$ cat config.mk
export PLATFORM = sky130hd
export DESIGN_NAME = mem_port_arbiter_flat
export DESIGN_NICKNAME = d
export VERILOG_FILES = /design/src/rtl/mem_port_arbiter_if.sv /design/src/rtl/mem_port_arbiter.sv /design/src/flat_wrapper.sv
export SDC_FILE = /design/constraint.sdc
export NUM_CORES = 1
export LEC_CHECK = 0
export CAP_MARGIN = 0
export CELL_PAD_IN_SITES_DETAIL_PLACEMENT = 1
export CELL_PAD_IN_SITES_GLOBAL_PLACEMENT = 2
export CORE_UTILIZATION = 25
export CTS_CLUSTER_DIAMETER = 30
export DETAILED_ROUTE_END_ITERATION = 12
export PLACE_DENSITY = 0.95
export SYNTH_ARGS = -nofsm -noshare
export SYNTH_HDL_FRONTEND = slang
export SYNTH_SLANG_ARGS = --single-unit
$ cat constraint.sdc
create_clock -name clk -period 2.75 [get_ports clk]
set_input_delay 0.275 -clock clk [delete_from_list [all_inputs] [get_ports clk]]
set_output_delay 0.275 -clock clk [all_outputs]
set_load 0.005 [all_outputs]
$ cat src/rtl/mem_port_arbiter_if.sv
// Bundle of the fetch, data and memory-side signals around the shared memory port.
// The arbiter uses the slave view; requesters and the memory use the master view.
interface mem_port_arbiter_if;
  logic        if_req;
  logic [31:0] if_addr;
  logic        if_gnt;
  logic        if_rvalid;
  logic [31:0] if_rdata;

  logic        d_req;
  logic        d_we;
  logic [3:0]  d_sel;
  logic [31:0] d_addr;
  logic [31:0] d_wdata;
  logic        d_gnt;
  logic        d_rvalid;
  logic [31:0] d_rdata;

  logic        mem_ce;
  logic        mem_we;
  logic [3:0]  mem_sel;
  logic [31:0] mem_addr;
  logic [31:0] mem_wdata;
  logic [31:0] mem_rdata;

  logic        stall_req;

  modport slave (
    input  if_req, if_addr, d_req, d_we, d_sel, d_addr, d_wdata, mem_rdata,
    output if_gnt, if_rvalid, if_rdata, d_gnt, d_rvalid, d_rdata,
           mem_ce, mem_we, mem_sel, mem_addr, mem_wdata, stall_req
  );

  modport master (
    output if_req, if_addr, d_req, d_we, d_sel, d_addr, d_wdata, mem_rdata,
    input  if_gnt, if_rvalid, if_rdata, d_gnt, d_rvalid, d_rdata,
           mem_ce, mem_we, mem_sel, mem_addr, mem_wdata, stall_req
  );
endinterface

$ cat src/rtl/mem_port_arbiter.sv
// Shares one single-port memory between instruction fetch and data access, one
// transaction at a time, with data priority bounded by a fetch starvation guard.
module mem_port_arbiter #(
  parameter int MEM_LAT     = 2,
  parameter int MAX_IF_WAIT = 4
) (
  input  logic              clk,
  input  logic              rst,
  mem_port_arbiter_if.slave bus
);

  typedef enum logic [1:0] {IDLE, BUSY, RESP} state_t;

  localparam int LAT_W    = (MEM_LAT > 1) ? $clog2(MEM_LAT) : 1;
  localparam int STARVE_W = $clog2(MAX_IF_WAIT + 1);
  localparam logic [LAT_W-1:0]    LAT_LAST   = LAT_W'(MEM_LAT - 1);
  localparam logic [STARVE_W-1:0] STARVE_MAX = STARVE_W'(MAX_IF_WAIT);

  state_t              state;
  logic [LAT_W-1:0]    lat_cnt;
  logic [STARVE_W-1:0] starve_cnt;
  logic                owner_d;

  logic        mem_ce_r;
  logic        mem_we_r;
  logic [3:0]  mem_sel_r;
  logic [31:0] mem_addr_r;
  logic [31:0] mem_wdata_r;
  logic        if_rvalid_r;
  logic [31:0] if_rdata_r;
  logic        d_rvalid_r;
  logic [31:0] d_rdata_r;

  logic if_win;
  logic d_win;

  // Data wins a tie unless fetch has already been passed over MAX_IF_WAIT times.
  always_comb begin
    // NOTE: both grants get a default first so no path through this block infers a latch.
    if_win = 1'b0;
    d_win  = 1'b0;
    if (rst && state == IDLE) begin
      if (bus.d_req && !(bus.if_req && starve_cnt == STARVE_MAX)) begin
        d_win = 1'b1;
      end else if (bus.if_req) begin
        if_win = 1'b1;
      end
    end
  end

  always_ff @(posedge clk) begin
    // NOTE: rst is sampled only at the clock edge, so it lives inside the clocked block, not the sensitivity list.
    if (!rst) begin
      state       <= IDLE;
      lat_cnt     <= '0;
      starve_cnt  <= '0;
      owner_d     <= 1'b0;
      mem_ce_r    <= 1'b0;
      mem_we_r    <= 1'b0;
      mem_sel_r   <= '0;
      mem_addr_r  <= '0;
      mem_wdata_r <= '0;
      if_rvalid_r <= 1'b0;
      if_rdata_r  <= '0;
      d_rvalid_r  <= 1'b0;
      d_rdata_r   <= '0;
    end else begin
      // NOTE: every register here uses <= so each one sees the pre-edge value of the others.
      unique case (state)
        IDLE: begin
          if (!bus.if_req || if_win) begin
            starve_cnt <= '0;
          end else if (d_win && starve_cnt != STARVE_MAX) begin
            starve_cnt <= starve_cnt + STARVE_W'(1);
          end
          if (d_win || if_win) begin
            owner_d     <= d_win;
            lat_cnt     <= '0;
            mem_ce_r    <= 1'b1;
            mem_we_r    <= d_win & bus.d_we;
            mem_sel_r   <= d_win ? bus.d_sel   : 4'b1111;
            mem_addr_r  <= d_win ? bus.d_addr  : bus.if_addr;
            mem_wdata_r <= d_win ? bus.d_wdata : 32'h0;
            state       <= BUSY;
          end
        end
        BUSY: begin
          if (lat_cnt == LAT_LAST) begin
            mem_ce_r <= 1'b0;
            mem_we_r <= 1'b0;
            if (owner_d) begin
              d_rvalid_r <= 1'b1;
              d_rdata_r  <= mem_we_r ? 32'h0 : bus.mem_rdata;
            end else begin
              if_rvalid_r <= 1'b1;
              if_rdata_r  <= bus.mem_rdata;
            end
            state <= RESP;
          end else begin
            lat_cnt <= lat_cnt + LAT_W'(1);
          end
        end
        RESP: begin
          if_rvalid_r <= 1'b0;
          d_rvalid_r  <= 1'b0;
          state       <= IDLE;
        end
        default: state <= IDLE;
      endcase
    end
  end

  assign bus.if_gnt    = if_win;
  assign bus.d_gnt     = d_win;
  assign bus.if_rvalid = if_rvalid_r;
  assign bus.if_rdata  = if_rdata_r;
  assign bus.d_rvalid  = d_rvalid_r;
  assign bus.d_rdata   = d_rdata_r;
  assign bus.mem_ce    = mem_ce_r;
  assign bus.mem_we    = mem_we_r;
  assign bus.mem_sel   = mem_sel_r;
  assign bus.mem_addr  = mem_addr_r;
  assign bus.mem_wdata = mem_wdata_r;

  // Stall drops in the completion cycle so the pipeline advances with the returned data.
  assign bus.stall_req = rst & ((bus.if_req & ~if_rvalid_r) | (bus.d_req & ~d_rvalid_r));

endmodule

$ cat src/flat_wrapper.sv
// flat-port wrapper written by rule: the top's interface ports become plain ports
module mem_port_arbiter_flat 
#(
  parameter int MEM_LAT     = 2,
  parameter int MAX_IF_WAIT = 4
)
  (clk, rst, bus_if_req, bus_if_addr, bus_d_req, bus_d_we, bus_d_sel, bus_d_addr, bus_d_wdata, bus_mem_rdata, bus_if_gnt, bus_if_rvalid, bus_if_rdata, bus_d_gnt, bus_d_rvalid, bus_d_rdata, bus_mem_ce, bus_mem_we, bus_mem_sel, bus_mem_addr, bus_mem_wdata, bus_stall_req);
  mem_port_arbiter_if bus_i ();
  input  logic clk;
  input  logic rst;
  input wire logic [$bits(bus_i.if_req)-1:0] bus_if_req;
  input wire logic [$bits(bus_i.if_addr)-1:0] bus_if_addr;
  input wire logic [$bits(bus_i.d_req)-1:0] bus_d_req;
  input wire logic [$bits(bus_i.d_we)-1:0] bus_d_we;
  input wire logic [$bits(bus_i.d_sel)-1:0] bus_d_sel;
  input wire logic [$bits(bus_i.d_addr)-1:0] bus_d_addr;
  input wire logic [$bits(bus_i.d_wdata)-1:0] bus_d_wdata;
  input wire logic [$bits(bus_i.mem_rdata)-1:0] bus_mem_rdata;
  output wire logic [$bits(bus_i.if_gnt)-1:0] bus_if_gnt;
  output wire logic [$bits(bus_i.if_rvalid)-1:0] bus_if_rvalid;
  output wire logic [$bits(bus_i.if_rdata)-1:0] bus_if_rdata;
  output wire logic [$bits(bus_i.d_gnt)-1:0] bus_d_gnt;
  output wire logic [$bits(bus_i.d_rvalid)-1:0] bus_d_rvalid;
  output wire logic [$bits(bus_i.d_rdata)-1:0] bus_d_rdata;
  output wire logic [$bits(bus_i.mem_ce)-1:0] bus_mem_ce;
  output wire logic [$bits(bus_i.mem_we)-1:0] bus_mem_we;
  output wire logic [$bits(bus_i.mem_sel)-1:0] bus_mem_sel;
  output wire logic [$bits(bus_i.mem_addr)-1:0] bus_mem_addr;
  output wire logic [$bits(bus_i.mem_wdata)-1:0] bus_mem_wdata;
  output wire logic [$bits(bus_i.stall_req)-1:0] bus_stall_req;
  assign bus_i.if_req = bus_if_req;
  assign bus_i.if_addr = bus_if_addr;
  assign bus_i.d_req = bus_d_req;
  assign bus_i.d_we = bus_d_we;
  assign bus_i.d_sel = bus_d_sel;
  assign bus_i.d_addr = bus_d_addr;
  assign bus_i.d_wdata = bus_d_wdata;
  assign bus_i.mem_rdata = bus_mem_rdata;
  assign bus_if_gnt = bus_i.if_gnt;
  assign bus_if_rvalid = bus_i.if_rvalid;
  assign bus_if_rdata = bus_i.if_rdata;
  assign bus_d_gnt = bus_i.d_gnt;
  assign bus_d_rvalid = bus_i.d_rvalid;
  assign bus_d_rdata = bus_i.d_rdata;
  assign bus_mem_ce = bus_i.mem_ce;
  assign bus_mem_we = bus_i.mem_we;
  assign bus_mem_sel = bus_i.mem_sel;
  assign bus_mem_addr = bus_i.mem_addr;
  assign bus_mem_wdata = bus_i.mem_wdata;
  assign bus_stall_req = bus_i.stall_req;
  mem_port_arbiter #(.MEM_LAT(MEM_LAT), .MAX_IF_WAIT(MAX_IF_WAIT)) u_core (.clk(clk), .rst(rst), .bus(bus_i));
endmodule
==> flow_metrics.tcl <==
set metrics [dict create \
    yosys.cell_count.top_type "nand2_1" \
    syn_area_per_cell_um2 8.61 \
    core.rowCount 57 \
    portBuffers 275 \
    h-tree-depth 4 \
    dp.cells 1259 \
    cts-resized-gates 0 \
    clk_path_buf_depth 2 \
    clk_latency_ns 0.42 \
    fin_tns_setup_ns 0 \
    slowest_delay_ns 0.57 \
    grt_start_max_net_pins 137 \
    clock-sinks 143 \
    final_util_pct 39.6 \
    synth_seq_cells 143 \
    core_area_mm2 0.0242 \
    cts_root_buffer "clkbuf_16" \
    drive_gt1_share_pct 8.07 \
    synth_seq_area_share_pct 46.5 \
    max-cap-violations 0 \
    async_reset_ff_share_pct 0 \
    place.gp.congestion 0.743 \
    wl_per_cell_um 17.6 \
    synth_common_cells "162 x nand2_1, 143 x dfxtp_1, 100 x a21oi_1, 41 x nand3_1" \
    synth_top_cell_by_area "dfxtp_1" \
    p_leak_nw 3.16 \
    fp.dieH_um 159 \
    worstHoldStart "bus_d_wdata[6]" \
    crit_slowest_cell "clkdlybuf4s50_1" \
    die_w_um 159 \
    hold_buffers 0 \
    viasPerCell 4.88 \
    worstSetupPathType "reg -> out" \
    dr.first_iter.drc_count 342 \
    post_cts_buffers 0 \
    first_global_vias 6440 \
    place_area_mm2 0.00902 \
    ir_drop_mv 0.359 \
    ys_warn_count 0 \
    gr-total-overflow 0 \
    stdcell_area_mm2 0.00960 \
    outcome "finished clean" \
    ios 276 \
    synth_fp_nets 859 \
    fin_crit_sh_pct 90.5 \
    start_kind "flip-flop" \
    critPathArrivalTime_ns 2.21 \
    cp_cell_sequence "inv_1 > ha_1 > nand3_2 > a21oi_1 > clkdlybuf4s50_1" \
    track_usage_pct 17.8 \
    synthesis.area_mm2 0.00616 \
    wl_mm 22.7 \
    worst_pin_slew_ns 0.808 \
    netlist_top_cells_area "dfxtp_1 46%, nand2_1 9.9%, a21oi_1 8.1%" \
    worst-path-max-fanout 7 \
    drcViolationCount 0 \
    dieArea_mm2 0.0253 \
    drt_first_pass_iters 4 \
    worstSetupStartpoint "u_core.state[0]$_SDFFE_PN0P_" \
    synth_edf_count 0 \
    vias 6301 \
    grt_first_pass_wirelength_mm 35.9 \
    hpwl_mm 14.9 \
    final_nets 1097 \
    seqCellArea_mm2 0.00286 \
    hold_violations 0 \
    crit_required_ns 2.48 \
    rsz0062_at_grt "false" \
    ant_nets 0 \
    antenna_found_initial 0 \
    start_util_pct 25.4 \
    netlist_instances 716 \
    cts_tree "yes" \
    maxSlewHeadroom_pct 46.1 \
    min_period_ns 2.49 \
    hold_path.class "in -> reg" \
    fin_cells 1291 \
    setup_violations 0 \
    cts_made_buffers 17 \
    drv_slew 0 \
    cp-end-kind "output pin" \
    diodes 0 \
    skew_ns 0.0138 \
    cts.clk_slew.worst_paths_ns 0.07 \
    synth_top_area_share_pct 46.5 \
    yosys_most_used_dff "dfxtp_1" \
    fmax_mhz 402 \
    multi_input_area_mm2 0.00279 \
    ys_types 40 \
    area_delta_synth_final_pct 55.8 \
    fill_cells 2844 \
    power_density_mw_per_mm2 594 \
    r2r_start "u_core.state[0]$_SDFFE_PN0P_" \
]
==> through the flow <==
stage               setup WS (ns)  total power [W]  hold slack (ns)
floorplan                    1.22          0.00285            0.411
global placement            0.381          0.00343            0.438
detailed placement          0.385          0.00345            0.443
CTS                         0.177          0.00580            0.392
global route               0.0727          0.00598            0.417
finish                      0.260          0.00570            0.421
==> metal layers <==
layer	wire (µm)	track usage [%]
met5	0	0
met4	199	3.93
met3	1670	6.04
met2	10700	29.3
met1	10200	22.5
==> worst max-delay path: cells and delay by family, from the launching register on <==
kind,cells,cell delay [ns]
buffers and inverters,2,0.67
adders and majority gates,1,0.35
DFF,1,0.33
AOI/OAI and AO/OA,1,0.30
and+or+nand+nor,1,0.16
==> cells in the final DEF (no fill, tap or decap), types with 3 or more instances in the layout <==
cell type / instances
o211ai_2: 16
a21oi_2: 8
clkdlybuf4s50_1: 275
nor3_1: 33
dfxtp_1: 143
inv_1: 7
ha_1: 6
clkbuf_16: 17
a21oi_1: 100
nand2_1: 162
nand2b_1: 4
o21a_1: 4
buf_12: 4
nor3b_1: 3
clkbuf_1: 3
buf_4: 14
a311oi_1: 32
o22ai_1: 4
clkinv_4: 5
nand3b_1: 33
nand3_2: 3
o21ai_0: 4
nand3_1: 40
o211ai_1: 16
nor2_1: 5
==> flip-flops by register name, indices dropped and copies added (netlist names) <==
name and count:
u_core.state 2, u_core.lat_cnt 1, u_core.bus.mem_ce 1, u_core.bus.d_rvalid 1, u_core.bus.mem_sel 4, u_core.bus.d_rdata 32
u_core.bus.if_rdata 32, u_core.bus.mem_we 1, u_core.bus.mem_wdata 32, u_core.starve_cnt 3, u_core.bus.mem_addr 32, u_core.owner_d 1
u_core.bus.if_rvalid 1
==> worst paths after layout <==
kind	endpoint	slack [ns]	cells past startpoint
worst min register to register	u_core.bus.d_rdata[10]$_SDFFE_PN0P_	0.45	2
worst max-delay path	bus_if_gnt	0.26	5
worst min-delay path	u_core.bus.mem_wdata[6]$_SDFFE_PN0P_	0.42	3
worst max register to register	u_core.bus.mem_addr[27]$_SDFFE_PN0P_	0.86	6
==> cell families (layout without fill, tap and decap cells) <==
logic type	after synthesis	in the layout	synth area share (%)
compound gates	190	190	20.9
fa+ha+maj	6	6	1.22
buf+inv	82	333	8.41
flops	143	143	46.5
simple gates	295	295	23.0
==> report_power, final <==
part,switching [W],leakage [nW],internal [W]
logic,0.000509,1.72,0.000587
registers,0.0000869,1.16,0.00221
clock network,0.000959,0.275,0.00134
==> area by class of cell <==
class | instances | share of cell area [%]
clock inverter | 12 | 1.43
sequential | 143 | 29.8
clock buffer | 20 | 4.55
multi-input combinational | 491 | 29.0
timing repair buffer | 293 | 30.6
inverter | 8 | 0.339
tap | 324 | 4.22
No activity file was read; power rests on OpenSTA's default activity.
